File: src/rtl/id_ex_stage_pkg.sv
// Shared widths, ALU command codes and the EX-side bundle type for the ID->EX stage.
package id_ex_stage_pkg;

  localparam int DATA_W    = 32;
  localparam int REG_AW    = 5;
  localparam int ALU_CMD_W = 4;

  typedef logic [DATA_W-1:0]    data_t;
  typedef logic [REG_AW-1:0]    reg_addr_t;
  typedef logic [ALU_CMD_W-1:0] alu_cmd_t;

  localparam reg_addr_t REG_ZERO = '0;

  typedef enum logic [ALU_CMD_W-1:0] {
    ALU_ADD = 4'd0,
    ALU_SUB = 4'd1,
    ALU_AND = 4'd2,
    ALU_OR  = 4'd3,
    ALU_XOR = 4'd4,
    ALU_SLT = 4'd5,
    ALU_SLL = 4'd6,
    ALU_SRL = 4'd7,
    ALU_SRA = 4'd8,
    ALU_LUI = 4'd9
  } alu_cmd_e;

  // Everything EX sees, held in one register bank so a bubble is a single '0.
  typedef struct packed {
    logic      valid;
    data_t     val1;
    data_t     val2;
    data_t     st_val;
    reg_addr_t dest;
    alu_cmd_t  alu_cmd;
    logic      mem_read;
    logic      mem_write;
    logic      wb_en;
  } ex_bundle_t;

  localparam ex_bundle_t EX_BUBBLE = '0;

  // A forwarding source hits when it is writing back to the operand's register.
  function automatic logic fwd_hit(input logic en, input reg_addr_t dest, input reg_addr_t src);
    return en && (dest == src);
  endfunction

endpackage

File: src/rtl/id_ex_stage_if.sv
// ID-side inputs, forwarding sources and registered EX-side outputs of the ID->EX stage.
interface id_ex_stage_if;
  import id_ex_stage_pkg::*;

  logic      idValid;
  reg_addr_t idSrc1;
  reg_addr_t idSrc2;
  reg_addr_t idDest;
  data_t     idReg1;
  data_t     idReg2;
  data_t     idImm;
  logic      idIsImm;
  alu_cmd_t  idAluCmd;
  logic      idMemRead;
  logic      idMemWrite;
  logic      idWbEn;
  logic      flush;
  logic      freeze;

  reg_addr_t memDest;
  logic      memWbEn;
  data_t     memVal;
  reg_addr_t wbDest;
  logic      wbEn;
  data_t     wbVal;

  logic      hazardStall;
  logic      exValid;
  data_t     exVal1;
  data_t     exVal2;
  data_t     exStVal;
  reg_addr_t exDest;
  alu_cmd_t  exAluCmd;
  logic      exMemRead;
  logic      exMemWrite;
  logic      exWbEn;

  modport master (
    output idValid, idSrc1, idSrc2, idDest, idReg1, idReg2, idImm, idIsImm,
           idAluCmd, idMemRead, idMemWrite, idWbEn, flush, freeze,
           memDest, memWbEn, memVal, wbDest, wbEn, wbVal,
    input  hazardStall, exValid, exVal1, exVal2, exStVal, exDest, exAluCmd,
           exMemRead, exMemWrite, exWbEn
  );

  modport slave (
    input  idValid, idSrc1, idSrc2, idDest, idReg1, idReg2, idImm, idIsImm,
           idAluCmd, idMemRead, idMemWrite, idWbEn, flush, freeze,
           memDest, memWbEn, memVal, wbDest, wbEn, wbVal,
    output hazardStall, exValid, exVal1, exVal2, exStVal, exDest, exAluCmd,
           exMemRead, exMemWrite, exWbEn
  );

endinterface

File: src/rtl/id_ex_stage_fwd_sel.sv
// Three-source operand select: EX/MEM result, then MEM/WB result, then register file; r0 always reads 0.
module id_ex_stage_fwd_sel
  import id_ex_stage_pkg::*;
(
  input  reg_addr_t src_i,
  input  data_t     reg_val_i,
  input  reg_addr_t mem_dest_i,
  input  logic      mem_wb_en_i,
  input  data_t     mem_val_i,
  input  reg_addr_t wb_dest_i,
  input  logic      wb_en_i,
  input  data_t     wb_val_i,
  output data_t     val_o
);

  // The youngest in-flight producer wins; r0 is masked even if a producer targets it.
  always_comb begin
    val_o = reg_val_i;
    if (src_i == REG_ZERO) begin
      val_o = '0;
    end else if (fwd_hit(mem_wb_en_i, mem_dest_i, src_i)) begin
      val_o = mem_val_i;
    end else if (fwd_hit(wb_en_i, wb_dest_i, src_i)) begin
      val_o = wb_val_i;
    end
  end

endmodule

File: src/rtl/id_ex_stage.sv
// ID->EX pipeline register with operand forwarding and load-use bubble insertion.
module id_ex_stage
  import id_ex_stage_pkg::*;
(
  input  logic          clk,
  input  logic          rst,
  id_ex_stage_if.slave  bus
);

  ex_bundle_t ex_q;
  ex_bundle_t ex_d;
  data_t      fwd1;
  data_t      fwd2;
  logic       rt_used;
  logic       load_in_ex;
  logic       src_match;
  logic       hazard_stall;

  id_ex_stage_fwd_sel u_fwd_rs (
    .src_i       (bus.idSrc1),
    .reg_val_i   (bus.idReg1),
    .mem_dest_i  (bus.memDest),
    .mem_wb_en_i (bus.memWbEn),
    .mem_val_i   (bus.memVal),
    .wb_dest_i   (bus.wbDest),
    .wb_en_i     (bus.wbEn),
    .wb_val_i    (bus.wbVal),
    .val_o       (fwd1)
  );

  id_ex_stage_fwd_sel u_fwd_rt (
    .src_i       (bus.idSrc2),
    .reg_val_i   (bus.idReg2),
    .mem_dest_i  (bus.memDest),
    .mem_wb_en_i (bus.memWbEn),
    .mem_val_i   (bus.memVal),
    .wb_dest_i   (bus.wbDest),
    .wb_en_i     (bus.wbEn),
    .wb_val_i    (bus.wbVal),
    .val_o       (fwd2)
  );

  // rt matters when it feeds the ALU, and for stores also when it is only the store data.
  assign rt_used    = ~bus.idIsImm | bus.idMemWrite;
  assign load_in_ex = ex_q.valid & ex_q.mem_read & (ex_q.dest != REG_ZERO);
  assign src_match  = (ex_q.dest == bus.idSrc1) | ((ex_q.dest == bus.idSrc2) & rt_used);

  // Gated by rst so IF is never held while the pipeline is being cleared.
  assign hazard_stall    = ~rst & bus.idValid & load_in_ex & src_match;
  assign bus.hazardStall = hazard_stall;

  // Next EX contents: hold on freeze, bubble on flush/stall/empty ID, else capture ID.
  always_comb begin
    ex_d = ex_q;
    if (bus.freeze) begin
      ex_d = ex_q;
    end else if (bus.flush || hazard_stall || !bus.idValid) begin
      ex_d = EX_BUBBLE;
    end else begin
      ex_d.valid     = 1'b1;
      ex_d.val1      = fwd1;
      ex_d.val2      = bus.idIsImm ? bus.idImm : fwd2;
      ex_d.st_val    = fwd2;
      ex_d.dest      = bus.idDest;
      ex_d.alu_cmd   = bus.idAluCmd;
      ex_d.mem_read  = bus.idMemRead;
      ex_d.mem_write = bus.idMemWrite;
      ex_d.wb_en     = bus.idWbEn;
    end
  end

  // EX register bank; synchronous reset to an all-zero bubble.
  always_ff @(posedge clk) begin
    if (rst) begin
      ex_q <= EX_BUBBLE;
    end else begin
      ex_q <= ex_d;
    end
  end

  assign bus.exValid    = ex_q.valid;
  assign bus.exVal1     = ex_q.val1;
  assign bus.exVal2     = ex_q.val2;
  assign bus.exStVal    = ex_q.st_val;
  assign bus.exDest     = ex_q.dest;
  assign bus.exAluCmd   = ex_q.alu_cmd;
  assign bus.exMemRead  = ex_q.mem_read;
  assign bus.exMemWrite = ex_q.mem_write;
  assign bus.exWbEn     = ex_q.wb_en;

endmodule
File: src/flat_wrapper.sv
// flat-port wrapper written by rule: the top's interface ports become plain ports
module id_ex_stage_flat import id_ex_stage_pkg::*;
  (clk, rst, bus_idValid, bus_idSrc1, bus_idSrc2, bus_idDest, bus_idReg1, bus_idReg2, bus_idImm, bus_idIsImm, bus_idAluCmd, bus_idMemRead, bus_idMemWrite, bus_idWbEn, bus_flush, bus_freeze, bus_memDest, bus_memWbEn, bus_memVal, bus_wbDest, bus_wbEn, bus_wbVal, bus_hazardStall, bus_exValid, bus_exVal1, bus_exVal2, bus_exStVal, bus_exDest, bus_exAluCmd, bus_exMemRead, bus_exMemWrite, bus_exWbEn);
  id_ex_stage_if bus_i ();
  input  logic clk;
  input  logic rst;
  input wire logic [$bits(bus_i.idValid)-1:0] bus_idValid;
  input wire logic [$bits(bus_i.idSrc1)-1:0] bus_idSrc1;
  input wire logic [$bits(bus_i.idSrc2)-1:0] bus_idSrc2;
  input wire logic [$bits(bus_i.idDest)-1:0] bus_idDest;
  input wire logic [$bits(bus_i.idReg1)-1:0] bus_idReg1;
  input wire logic [$bits(bus_i.idReg2)-1:0] bus_idReg2;
  input wire logic [$bits(bus_i.idImm)-1:0] bus_idImm;
  input wire logic [$bits(bus_i.idIsImm)-1:0] bus_idIsImm;
  input wire logic [$bits(bus_i.idAluCmd)-1:0] bus_idAluCmd;
  input wire logic [$bits(bus_i.idMemRead)-1:0] bus_idMemRead;
  input wire logic [$bits(bus_i.idMemWrite)-1:0] bus_idMemWrite;
  input wire logic [$bits(bus_i.idWbEn)-1:0] bus_idWbEn;
  input wire logic [$bits(bus_i.flush)-1:0] bus_flush;
  input wire logic [$bits(bus_i.freeze)-1:0] bus_freeze;
  input wire logic [$bits(bus_i.memDest)-1:0] bus_memDest;
  input wire logic [$bits(bus_i.memWbEn)-1:0] bus_memWbEn;
  input wire logic [$bits(bus_i.memVal)-1:0] bus_memVal;
  input wire logic [$bits(bus_i.wbDest)-1:0] bus_wbDest;
  input wire logic [$bits(bus_i.wbEn)-1:0] bus_wbEn;
  input wire logic [$bits(bus_i.wbVal)-1:0] bus_wbVal;
  output wire logic [$bits(bus_i.hazardStall)-1:0] bus_hazardStall;
  output wire logic [$bits(bus_i.exValid)-1:0] bus_exValid;
  output wire logic [$bits(bus_i.exVal1)-1:0] bus_exVal1;
  output wire logic [$bits(bus_i.exVal2)-1:0] bus_exVal2;
  output wire logic [$bits(bus_i.exStVal)-1:0] bus_exStVal;
  output wire logic [$bits(bus_i.exDest)-1:0] bus_exDest;
  output wire logic [$bits(bus_i.exAluCmd)-1:0] bus_exAluCmd;
  output wire logic [$bits(bus_i.exMemRead)-1:0] bus_exMemRead;
  output wire logic [$bits(bus_i.exMemWrite)-1:0] bus_exMemWrite;
  output wire logic [$bits(bus_i.exWbEn)-1:0] bus_exWbEn;
  assign bus_i.idValid = bus_idValid;
  assign bus_i.idSrc1 = bus_idSrc1;
  assign bus_i.idSrc2 = bus_idSrc2;
  assign bus_i.idDest = bus_idDest;
  assign bus_i.idReg1 = bus_idReg1;
  assign bus_i.idReg2 = bus_idReg2;
  assign bus_i.idImm = bus_idImm;
  assign bus_i.idIsImm = bus_idIsImm;
  assign bus_i.idAluCmd = bus_idAluCmd;
  assign bus_i.idMemRead = bus_idMemRead;
  assign bus_i.idMemWrite = bus_idMemWrite;
  assign bus_i.idWbEn = bus_idWbEn;
  assign bus_i.flush = bus_flush;
  assign bus_i.freeze = bus_freeze;
  assign bus_i.memDest = bus_memDest;
  assign bus_i.memWbEn = bus_memWbEn;
  assign bus_i.memVal = bus_memVal;
  assign bus_i.wbDest = bus_wbDest;
  assign bus_i.wbEn = bus_wbEn;
  assign bus_i.wbVal = bus_wbVal;
  assign bus_hazardStall = bus_i.hazardStall;
  assign bus_exValid = bus_i.exValid;
  assign bus_exVal1 = bus_i.exVal1;
  assign bus_exVal2 = bus_i.exVal2;
  assign bus_exStVal = bus_i.exStVal;
  assign bus_exDest = bus_i.exDest;
  assign bus_exAluCmd = bus_i.exAluCmd;
  assign bus_exMemRead = bus_i.exMemRead;
  assign bus_exMemWrite = bus_i.exMemWrite;
  assign bus_exWbEn = bus_i.exWbEn;
  id_ex_stage u_core (.clk(clk), .rst(rst), .bus(bus_i));
endmodule
File: config.mk
export PLATFORM = sky130hd
export DESIGN_NAME = id_ex_stage_flat
export DESIGN_NICKNAME = d
export VERILOG_FILES = /design/src/rtl/id_ex_stage_pkg.sv /design/src/rtl/id_ex_stage_if.sv /design/src/rtl/id_ex_stage_fwd_sel.sv /design/src/rtl/id_ex_stage.sv /design/src/flat_wrapper.sv
export SDC_FILE = /design/constraint.sdc
export NUM_CORES = 1
export LEC_CHECK = 0
export BUFFER_PORTS_ARGS = -buffer_cell sky130_fd_sc_hd__buf_2
export CAP_MARGIN = 20
export CORE_AREA = 2 2 121 123
export DETAILED_ROUTE_END_ITERATION = 6
export DIE_AREA = 0 0 123 125
export PLACE_DENSITY = 0.76
export RECOVER_POWER = 50
export REMOVE_ABC_BUFFERS = 1
export SLEW_MARGIN = 40
export SYNTH_ARGS = -nofsm -noshare
export SYNTH_HDL_FRONTEND = slang
export SYNTH_SLANG_ARGS = --single-unit
File: constraint.sdc
create_clock -name clk -period 2 [get_ports clk]
set_clock_uncertainty 0.15 [all_clocks]
set_input_delay 0.1 -clock clk [delete_from_list [all_inputs] [get_ports clk]]
set_output_delay 0.1 -clock clk [all_outputs]
set_load 0.005 [all_outputs]
==> results of run 1 <==
-- metrics by stage --
step | utilization [%] | instances | setup TNS, ns | hold slack [ns]
floorplan | - | 569 | -209.76 | 0.0191
global placement | 51.2 | 1108 | -4.56 | 0.160
detailed placement | 51.2 | 1108 | -6.00 | 0.163
CTS | 58.6 | 1196 | -4.96 | 0.000733
global route | 58.9 | 1200 | -16.63 | 0.0212
finish | 58.9 | 1200 | -7.81 | 0.0125
-- timing repair --
item,in CTS,in global routing
resized for setup,6,10
endpoints found under the hold margin,60,0
hold buffers,67,0
pin swaps,6,2
gates cloned,1,2
setup buffers,4,2
setup endpoints to repair,82,99
-- critical path, cell delays in order, from the launching register on --
cell	delay [ns]
dfxtp_2	0.34
or4_4	0.56
o21ai_4	0.17
o21a_4	0.20
nor3b_4	0.27
buf_8	0.21
a221o_1	0.16
-- cell type report --
| cell class | count | area, um2 |
|---|---|---|
| well taps | 184 | 230 |
| flip-flops and latches | 109 | 2190 |
| clock buffers | 11 | 243 |
| inverters | 1 | 3.75 |
| fillers | 1292 | 5840 |
| repair buffers | 430 | 2790 |
| multi-input cells | 460 | 2870 |
| clock inverters | 5 | 42.5 |
-- routing by layer --
| layer | routed length, um | part of all wire, % | global-route usage, % |
|---|---|---|---|
| met1 | 8350 | 39 | 30.7 |
| met3 | 1940 | 9.0 | 5.25 |
| met4 | 987 | 4.6 | 14.1 |
| met5 | 0 | 0 | 0 |
| met2 | 10300 | 48 | 44.6 |
-- flip-flops by register name, summed over array words and instances (netlist names) --
name                   cells
u_core.bus.exVal2         32
u_core.bus.exDest          5
u_core.bus.exWbEn          1
u_core.bus.exVal1         32
u_core.bus.exMemRead       1
u_core.bus.exValid         1
u_core.bus.exMemWrite      1
u_core.bus.exStVal        32
u_core.bus.exAluCmd        4
-- logic make-up after synthesis --
| kind of cell | Yosys count |
|---|---|
| simple gates | 251 |
| xor+xnor | 30 |
| flops | 109 |
| buf+inv | 54 |
| compound gates | 178 |
-- worst max path at each step --
| stage | from | slack, ns | to | depth (start not counted) |
|---|---|---|---|---|
| finish | u_core.bus.exDest[1] | -0.13 | u_core.bus.exVal2[11] | 6 |
| detailed placement | u_core.bus.exDest[4] | -0.15 | u_core.bus.exVal2[1] | 7 |
| CTS | u_core.bus.exDest[4] | -0.09 | u_core.bus.exVal2[9] | 6 |
| floorplan | rst | -1.96 | u_core.bus.exVal2[30] | 3 |
| global route | u_core.bus.exDest[1] | -0.25 | u_core.bus.exVal2[6] | 6 |
| global placement | bus_idSrc2[1] | -0.10 | u_core.bus.exVal2[0] | 9 |
-- power groups by stage --
stage / sequential (mW) / combinational [mW] / clock [mW]
global route: 2.27 / 0.922 / 1.89
finish: 2.26 / 0.853 / 1.76
detailed placement: 2.31 / 0.713 / 0
global placement: 2.31 / 0.702 / 0
floorplan: 2.31 / 0.263 / 0
CTS: 2.26 / 0.828 / 1.78
-- Yosys cell counts --
library cell,instances
dfxtp_1,109
a22o_1,76
o21ai_1,1
xnor2_1,4
nor4_2,1
nand3_1,4
and3_1,2
nor3_1,2
or3_1,1
nor3b_4,1
and2_1,32
o21a_1,1
nand2b_1,1
and2_4,1
buf_2,15
nor4_1,4
o21a_2,1
or4_1,3
a22oi_1,1
buf_6,4
xor2_1,26
nor2_1,67
clkbuf_2,1
a221o_1,32
nor2b_1,2
a31oi_1,64
and4b_1,1
clkbuf_1,33
inv_1,1
a21oi_1,2
nand2_1,129
==> results.ini, run 1 <==
[power]
finalPower_mw = 4.88
cellLeakagePower_nw = 4.06
ir_drop_mv = 0.364
p_sw_share_pct = 26.6
pwr-share-comb_pct = 17.5
seqPwrFrac_pct = 46.4
p_clk_share_pct = 36.1
p_int_mw = 3.58
power.switching_mw = 1.30
power.density_nw_per_um2 = 583

[logic_synthesis]
muxShareOfSynthArea_pct = 0
synth_top_family_by_area = compound AO/OA/AOI/OAI gates
synthCells = 622
synthXorXnorAreaFrac_pct = 5.03
yosysSeqAreaShare_pct = 41.8
yosys_warnings = 0
synthSimpleGateAreaFrac_pct = 21.1
synth_compound_area_share_pct = 27.3
synthAdderAreaFrac_pct = 0
synth_top_area_share_pct = 41.8
synth_top_cell_by_area = dfxtp_1
synthDistinctLibCells = 31
ys_ff_latch = 109
syn_avg_cell_area_um2 = 8.40
netlist_area_um2 = 5220
synth.area.top_cells = dfxtp_1 42%, a22o_1 13%, nand2_1 9.3%, a31oi_1 7.7%, a221o_1 6.1%

[clock_network]
htree_levels = 3
clk_latency_ns = 0.35
cts_tree = built
clk_path_buf_depth = 2
numCtsBuffers = 9
cts.clk_slew.worst_paths_ns = 0.08
clock_sink_count = 109
clockRootBuffer = clkbuf_16

[floorplan]
row_count = 44
die-area_um2 = 15400
io_pins = 310
die_x_um = 123
start_util_pct = 36.8
die_h_um = 125
fp.coreArea_um2 = 14200

[finish]
design_area_um2 = 8360
fin_nets = 1211
final_common_cell = buf_2
final_cell_mix = 270 x buf_2, 129 x nand2_1, 106 x dfxtp_1
diodes = 0
drive_above_1_share_pct = 35.1
area_delta_synth_final_pct = 60.0

[grt]
grt_usage_pct = 26.2
grt_max_degree = 61
grt_pass1_wl_mm = 31.6
grt-ovfl-total = 0
first_global_vias = 6301
antenna_found_initial = 0

[timing]
max_freq_mhz = 470
timing.final.crit_period_ns = 2.13
slew_headroom_pct = 73.7
setup_slack_ns = -0.128
hold_viol = 0
timing.final.max_slew_violations = 0
final.period_utilization_pct = 106
setup_viol = 98
rsz0062_at_grt = true
worstMarginPinSlew_ns = 0.393

[worst_hold_path]
worstHoldPathCells = 4
min_to = u_core.bus.exVal1[4]
hold_path_class = in -> reg
min_from = bus_idReg1[4]

[detailed_routing]
initialDrtViolationCount = 335
ant_nets = 0
drcViolationCount = 0
post_drt_wl_per_cell_um = 18.0
vias_per_cell = 5.44
dr.pass1.iters = 5
vias = 6528
drt_wl_total_mm = 21.6

[critical_path]
end_kind = flop
r2r-end = u_core.bus.exVal2[11]
crit_required_ns = 2.15
r2r-start = u_core.bus.exDest[1]
critPathArrivalTime_ns = 2.28
start_kind = flop
reg2reg_slack_ns = -0.13
r2r_cells = 6
path_max_fanout = 18
path_class = reg -> reg

[run_status]
status = finished with violations
violations = setup timing

[placed_design]
place_hpwl_mm = 14.5
preCtsSetupSlack_ns = -0.148
place_congestion = 0.872
placed_area_um2 = 7270
port-buffer-count = 309

[run]
maxCapViolCount = 0

Note: power is estimated with default switching activity, not from simulation.
==> run 2, diff against run 1 <==
--- a/config.mk
+++ b/config.mk
@@ -5,12 +5,12 @@
 export SDC_FILE = /design/constraint.sdc
 export NUM_CORES = 1
 export LEC_CHECK = 0
+export ABC_AREA = 1
 export BUFFER_PORTS_ARGS = -buffer_cell sky130_fd_sc_hd__buf_2
 export CAP_MARGIN = 20
-export CORE_AREA = 2 2 121 123
+export CORE_UTILIZATION = 43
 export DETAILED_ROUTE_END_ITERATION = 6
-export DIE_AREA = 0 0 123 125
-export PLACE_DENSITY = 0.76
+export PLACE_DENSITY = 0.8
 export RECOVER_POWER = 50
 export REMOVE_ABC_BUFFERS = 1
 export SLEW_MARGIN = 40
==> results.ini, run 2 <==
[critical_path]
critPathSlowestCell = dlygate4sd3_1  ; was or4_4
critPathArrivalTime_ns = 1.64  ; was 2.28 ns
cpPeakStageDelay_ns = 0.53  ; was 0.56 ns
start_kind = input pin  ; was flop
crit_chain = dlygate4sd3_1 > buf_2 > inv_1 > nand2_1 > nand2_1 > nor2_1 > nand3_1 > nand2_2 > nand2_4 > buf_12 > inv_1 > buf_2  ; was or4_4 > o21ai_4 > o21a_4 > nor3b_4 > buf_8 > a221o_1
path_max_fanout = 23  ; was 18
path_class = in -> out  ; was reg -> reg
cp_top_family = buffers and inverters  ; was simple AND/OR/NAND/NOR gates
critPathBufInv = 6  ; was 1
crit_required_ns = 1.75  ; was 2.15 ns
end_kind = primary output  ; was flop

[timing]
timing.final.crit_period_ns = 1.89  ; was 2.13 ns
worstMarginPinSlew_ns = 0.578  ; was 0.393 ns
setup_viol = 0  ; was 98
slew_headroom_pct = 61.5  ; was 73.7%
timing.final.max_slew_violations = 0  ; unchanged
max_freq_mhz = 530  ; was 470 MHz
final.period_utilization_pct = 94.3  ; was 106%
hold_viol = 0  ; unchanged
setup_slack_ns = 0.113  ; was -0.128 ns

[floorplan]
die_h_um = 128  ; was 125 um
die-area_um2 = 16500  ; was 15,400 um2
fp.coreArea_um2 = 15400  ; was 14,200 um2
row_count = 45  ; was 44
start_util_pct = 44.6  ; was 36.8%
io_pins = 310  ; unchanged
die_x_um = 128  ; was 123 um

[run_status]
status = finished, final reports clean  ; was finished with violations

[logic_synthesis]
synth_commonest_cells = 369 x nand2_1, 244 x nor2_1, 115 x nand3_1, 109 x dfxtp_1, 80 x a21oi_1  ; was 129 x nand2_1, 109 x dfxtp_1, 76 x a22o_1, 67 x nor2_1, 64 x a31oi_1
yosysMostFrequentCell = nand2_1  ; unchanged
ys_ff_latch = 109  ; unchanged
yosys_warnings = 0  ; unchanged
synth.area.top_cells = dfxtp_1 32%, nand2_1 20%, nor2_1 13%, nand3_1 8.4%, nand4_1 5.9%  ; was dfxtp_1 42%, a22o_1 13%, nand2_1 9.3%, a31oi_1 7.7%, a221o_1 6.1%
ys.flop_type = dfxtp_1  ; unchanged
synth_top_area_share_pct = 31.7  ; was 41.8%
synth_top_cell_by_area = dfxtp_1  ; unchanged
synthCells = 1178  ; was 622
yosysSeqAreaShare_pct = 31.7  ; was 41.8%
synthDistinctLibCells = 25  ; was 31
syn_avg_cell_area_um2 = 5.84  ; was 8.40 um2
synth-edff-count = 0  ; unchanged
netlist_area_um2 = 6880  ; was 5220 um2
async_flop_share_pct = 0  ; unchanged

[detailed_routing]
drt_wl_total_mm = 27.3  ; was 21.6 mm
vias = 8996  ; was 6,528
ant_nets = 0  ; unchanged
post_drt_wl_per_cell_um = 16.0  ; was 18.0 um
vias_per_cell = 5.26  ; was 5.44
dr.pass1.iters = 5  ; unchanged
initialDrtViolationCount = 631  ; was 335
drcViolationCount = 0  ; unchanged

[clock_network]
htree_levels = 3  ; unchanged
cts_setup_buffers = 0  ; was 4
clockRootBuffer = clkbuf_16  ; unchanged
cts_tree = built  ; unchanged
clk_latency_ns = 0.35  ; about the same
clk_path_buf_depth = 2  ; unchanged
numCtsBuffers = 9  ; unchanged
clock_sink_count = 109  ; unchanged
cts.clk_slew.worst_paths_ns = 0.07  ; was 0.08 ns

[finish]
diodes = 0  ; unchanged
nFillCells = 1572  ; was 1,292
drive_above_1_share_pct = 21.4  ; was 35.1%
final_common_cell = nand2_1  ; was buf_2
fin_nets = 1695  ; was 1,211
final_util_pct = 60.6  ; was 58.9%
ff_latch_area_um2 = 2190  ; about the same
multi_input_area_um2 = 4110  ; was 2870 um2
final_cell_mix = 366 x nand2_1, 243 x nor2_1, 240 x buf_2  ; was 270 x buf_2, 129 x nand2_1, 106 x dfxtp_1
area_delta_synth_final_pct = 35.8  ; was 60.0%

[power]
finalPower_mw = 5.22  ; was 4.88 mW
cellLeakagePower_nw = 4.72  ; was 4.06 nW
power.density_nw_per_um2 = 558  ; was 583 nW/um2
ir_drop_mv = 0.450  ; was 0.364 mV

[grt]
grt_usage_pct = 31.6  ; was 26.2%
grt_pass1_wl_mm = 41.0  ; was 31.6 mm
grt_max_degree = 110  ; was 61
antenna_found_initial = 0  ; unchanged
grt-ovfl-total = 0  ; unchanged
first_global_vias = 8248  ; was 6,301

[placed_design]
preCtsSetupSlack_ns = 0.158  ; was -0.148 ns
place_congestion = 0.928  ; was 0.872
port-buffer-count = 309  ; unchanged
place_hpwl_mm = 17.6  ; was 14.5 mm

[run]
maxCapViolCount = 0  ; unchanged

[worst_hold_path]
hold_path_class = in -> reg  ; unchanged

run 2: changes by cell type after synthesis, sizes merged, moves of 7 or more:
| cell | before | now |
|---|---|---|
| a21oi | 2 | 80 |
| a221o | 32 | 0 |
| a22o | 76 | 0 |
| a31oi | 64 | 0 |
| and2 | 33 | 0 |
| buf | 19 | 53 |
| inv | 1 | 60 |
| nand2 | 129 | 369 |
| nand3 | 4 | 119 |
| nand4 | 0 | 65 |
| nor2 | 67 | 248 |
| o21ai | 1 | 8 |
| or2 | 0 | 32 |
| xor2 | 26 | 1 |
run 2: cell families (layout without fill, tap and decap cells):
| group | count (synthesis) | after routing | share of synthesized area, % |
|---|---|---|---|
| buffers and inverters | 142 | 461 | 9.49 |
| AOI/OAI and AO/OA | 89 | 89 | 6.49 |
| xor gates and xnor gates | 2 | 2 | 0.255 |
| DFF | 109 | 109 | 31.7 |
| and+or+nand+nor | 836 | 837 | 52.0 |
run 2: where the power goes:
part           internal [mW]  switching, mW  total (mW)
logic                  0.460          0.665        1.13
clock network          0.995          0.840        1.83
registers               2.23         0.0337        2.26
run 2: layout make-up:
type | count | share of cell area, %
Multi-Input combinational cell | 928 | 44.0
Timing Repair Buffer | 387 | 24.2
Sequential cell | 109 | 23.5
Tap cell | 211 | 2.82
Clock buffer | 10 | 2.56
Inverter | 60 | 2.41
Clock inverter | 4 | 0.522
run 2: repair_timing:
action                                  CTS  global route
endpoints found under the setup margin    0            36
hold endpoints to repair                 48             0
gates resized for setup                   0             9
hold buffers                             48             0
run 2: layer usage:
layer,wire length [um],global-route usage [%]
met1,10700,36.8
met2,13200,55.3
met3,2430,6.74
met4,929,15.0
met5,0,0
run 2: worst min-delay path, cell delays in order:
cell and delay [ns]:
buf_2 0.10, nand2_1 0.05, nand3_1 0.08, nand4_1 0.08, a21oi_1 0.06
run 2: metrics by stage:
step	cell area (um2)	hold slack, ns	std cells	TNS [ns]
after CTS	9380	0.00000175	1707	0
after floorplan	6450	0.0191	1096	-208.91
after detailed placement	8610	0.225	1645	0
final	9350	0.0136	1709	0
after global placement	8610	0.218	1645	0
after global routing	9350	0.0269	1709	-0.00153
run 2: worst paths after layout:
path	from	to	slack, ns	cells after the start
setup / recovery	bus_idMemWrite	bus_hazardStall	0.11	12
setup reg to reg	u_core.bus.exDest[1]	u_core.bus.exVal1[10]	0.13	11
hold / removal	bus_idReg2[0]	u_core.bus.exStVal[0]	0.01	5
hold reg to reg	u_core.bus.exStVal[9]	u_core.bus.exStVal[9]	0.31	2
==> run 3, diff against run 2 <==
--- a/config.mk
+++ b/config.mk
@@ -8,9 +8,9 @@
 export ABC_AREA = 1
 export BUFFER_PORTS_ARGS = -buffer_cell sky130_fd_sc_hd__buf_2
 export CAP_MARGIN = 20
-export CORE_UTILIZATION = 43
+export CORE_UTILIZATION = 48
 export DETAILED_ROUTE_END_ITERATION = 6
-export PLACE_DENSITY = 0.8
+export PLACE_DENSITY = 0.84
 export RECOVER_POWER = 50
 export REMOVE_ABC_BUFFERS = 1
 export SLEW_MARGIN = 40
==> constraint.sdc (replaced) <==
create_clock -name clk -period 2.1 [get_ports clk]
set_clock_uncertainty 0.15 [all_clocks]
set_input_delay 0.105 -clock clk [delete_from_list [all_inputs] [get_ports clk]]
set_output_delay 0.105 -clock clk [all_outputs]
set_load 0.005 [all_outputs]
==> results.ini, run 3 (synthesized netlist as in run 2, its figures left out) <==
[detailed_routing]
post_drt_wl_per_cell_um = 16.0  ; about the same
drt_wl_total_mm = 26.8  ; was 27.3 mm
vias_per_cell = 5.47  ; was 5.26
vias = 9179  ; was 8,996
drcViolationCount = 0  ; unchanged
ant_nets = 0  ; unchanged
dr.pass1.iters = 6  ; was 5
initialDrtViolationCount = 1041  ; was 631

[finish]
final_common_cell = nand2_1  ; unchanged
final_cell_mix = 367 x nand2_1, 242 x nor2_1, 233 x buf_2  ; was 366 x nand2_1, 243 x nor2_1, 240 x buf_2
multi_input_area_um2 = 4090  ; was 4110 um2
area_delta_synth_final_pct = 34.4  ; was 35.8%
nFillCells = 1286  ; was 1,572
final_util_pct = 66.4  ; was 60.6%
drive_above_1_share_pct = 20.7  ; was 21.4%
fin_nets = 1690  ; was 1,695
ff_latch_area_um2 = 2190  ; about the same
stdcell_count = 1677  ; was 1,709

[clock_network]
cts_setup_buffers = 0  ; unchanged
htree_levels = 3  ; unchanged
numCtsBuffers = 9  ; unchanged
clk_path_buf_depth = 2  ; unchanged
clock_sink_count = 109  ; unchanged
clk_latency_ns = 0.36  ; was 0.35 ns
cts.clk_slew.worst_paths_ns = 0.08  ; was 0.07 ns
cts_tree = built  ; unchanged
clockRootBuffer = clkbuf_16  ; unchanged

[critical_path]
reg2reg_slack_ns = 0.12  ; was 0.13 ns
r2r-start = u_core.bus.exDest[1]  ; unchanged
path_class = reg -> out  ; was in -> out
end_kind = primary output  ; unchanged
critPathArrivalTime_ns = 1.77  ; was 1.64 ns
r2r_cells = 10  ; was 11
start_kind = flop  ; was input pin
path_max_fanout = 29  ; was 23
crit_required_ns = 1.85  ; was 1.75 ns
r2r-end = u_core.bus.exVal1[13]  ; was u_core.bus.exVal1[10]

[placed_design]
place_congestion = 0.974  ; was 0.928
port-buffer-count = 309  ; unchanged
placed_cells = 1612  ; was 1,645
place_hpwl_mm = 18.1  ; was 17.6 mm
preCtsSetupSlack_ns = 0.163  ; was 0.158 ns

[worst_hold_path]
hold_path_class = in -> reg  ; unchanged
min_to = u_core.bus.exStVal[26]  ; was u_core.bus.exStVal[0]
worstHoldPathCells = 5  ; unchanged
min_from = bus_idReg2[26]  ; was bus_idReg2[0]

[timing]
setup_slack_ns = 0.0721  ; was 0.113 ns
timing.final.crit_period_ns = 2.03
slew_headroom_pct = 58.9  ; was 61.5%
worstMarginPinSlew_ns = 0.617  ; was 0.578 ns
final.period_utilization_pct = 96.6
hold_viol = 0  ; unchanged
max_freq_mhz = 493
tns_ns = 0  ; unchanged
timing.final.max_slew_violations = 0  ; unchanged
rsz0062_at_grt = true
setup_viol = 0  ; unchanged

[power]
p_sw_share_pct = 30.5  ; was 29.5%
p_clk_share_pct = 35.6  ; was 35.1%
p_int_mw = 3.48  ; was 3.68 mW
pwr-share-comb_pct = 21.4  ; was 21.6%
power.density_nw_per_um2 = 542  ; was 558 nW/um2
seqPwrFrac_pct = 43.0  ; was 43.3%
ir_drop_mv = 0.521  ; was 0.450 mV
power.switching_mw = 1.53  ; was 1.54 mW
cellLeakagePower_nw = 4.65  ; was 4.72 nW

[run_status]
status = finished, final reports clean  ; unchanged

[floorplan]
start_util_pct = 49.4  ; was 44.6%
fp.coreArea_um2 = 13900  ; was 15,400 um2
io_pins = 310  ; unchanged
die_h_um = 122  ; was 128 um
row_count = 43  ; was 45
die-area_um2 = 14800  ; was 16,500 um2
die_x_um = 122  ; was 128 um

[grt]
grt_pass1_wl_mm = 40.9  ; was 41.0 mm
antenna_found_initial = 2  ; was 0
grt_max_degree = 110  ; unchanged
grt-ovfl-total = 0  ; unchanged
first_global_vias = 8461  ; was 8,248
grt_usage_pct = 35.3  ; was 31.6%

[run]
maxCapViolCount = 0  ; unchanged

-- run 3: power groups by stage --
stage / logic, mW / registers (mW) / clock network [mW]
floorplan: 0.432 / 2.20 / 0
global placement: 0.975 / 2.20 / 0
detailed placement: 0.982 / 2.20 / 0
CTS: 1.05 / 2.15 / 1.80
global route: 1.17 / 2.16 / 1.89
finish: 1.07 / 2.16 / 1.78
-- run 3: timing repair --
| item | 4_1_cts | 5_1_grt |
|---|---|---|
| endpoints found under the setup margin | 1 | 9 |
| gates resized for setup | 1 | 4 |
| hold buffers | 47 | 0 |
| endpoints found under the hold margin | 47 | 0 |
-- run 3: worst max path at each step --
stage / end / slack, ns / cells after the start / start
floorplan: u_core.bus.exVal2[0] / -2.59 / 5 / bus_freeze
finish: bus_hazardStall / 0.07 / 9 / u_core.bus.exDest[1]
CTS: bus_hazardStall / 0.08 / 10 / u_core.bus.exDest[1]
global route: bus_hazardStall / -0.04 / 9 / u_core.bus.exDest[1]
global placement: u_core.bus.exVal1[13] / 0.20 / 10 / u_core.bus.exDest[1]
detailed placement: u_core.bus.exVal1[13] / 0.16 / 10 / u_core.bus.exDest[1]
-- run 3: critical path, cell delays in order, from the launching register on --
cell     delay, ns
dfxtp_1       0.46
inv_1         0.09
nand2_1       0.06
a21oi_1       0.06
nand3_1       0.06
nand2_1       0.06
nand2_2       0.12
buf_6         0.27
inv_1         0.08
buf_2         0.13
-- run 3: routing by layer --
metal / share of wire (%) / vias up / GRT usage [%]
li1: - / 4390 / -
met1: 37 / 4053 / 39.8
met2: 48 / 616 / 61.3
met3: 10 / 120 / 8.10
met4: 4.8 / 0 / 19.6
met5: 0 / - / 0
-- run 3: cell type report --
class                   count  share of cell area (%)
repair buffers            383                    23.9
clock inverters             4                   0.406
flip-flops and latches    109                    23.6
diodes                      2                  0.0541
well taps                 180                    2.44
inverters                  60                    2.44
clock buffers              12                    2.88
multi-input cells         927                    44.2
-- run 3: metrics by stage --
step | power, mW | cell area, um2 | hold WS [ns]
after global placement | 3.17 | 8550 | 0.222
final | 5.01 | 9250 | 0.00490
after detailed placement | 3.18 | 8550 | 0.234
after global routing | 5.22 | 9250 | 0.0139
after CTS | 5.00 | 9330 | 0.000515
after floorplan | 2.64 | 6450 | 0.0241
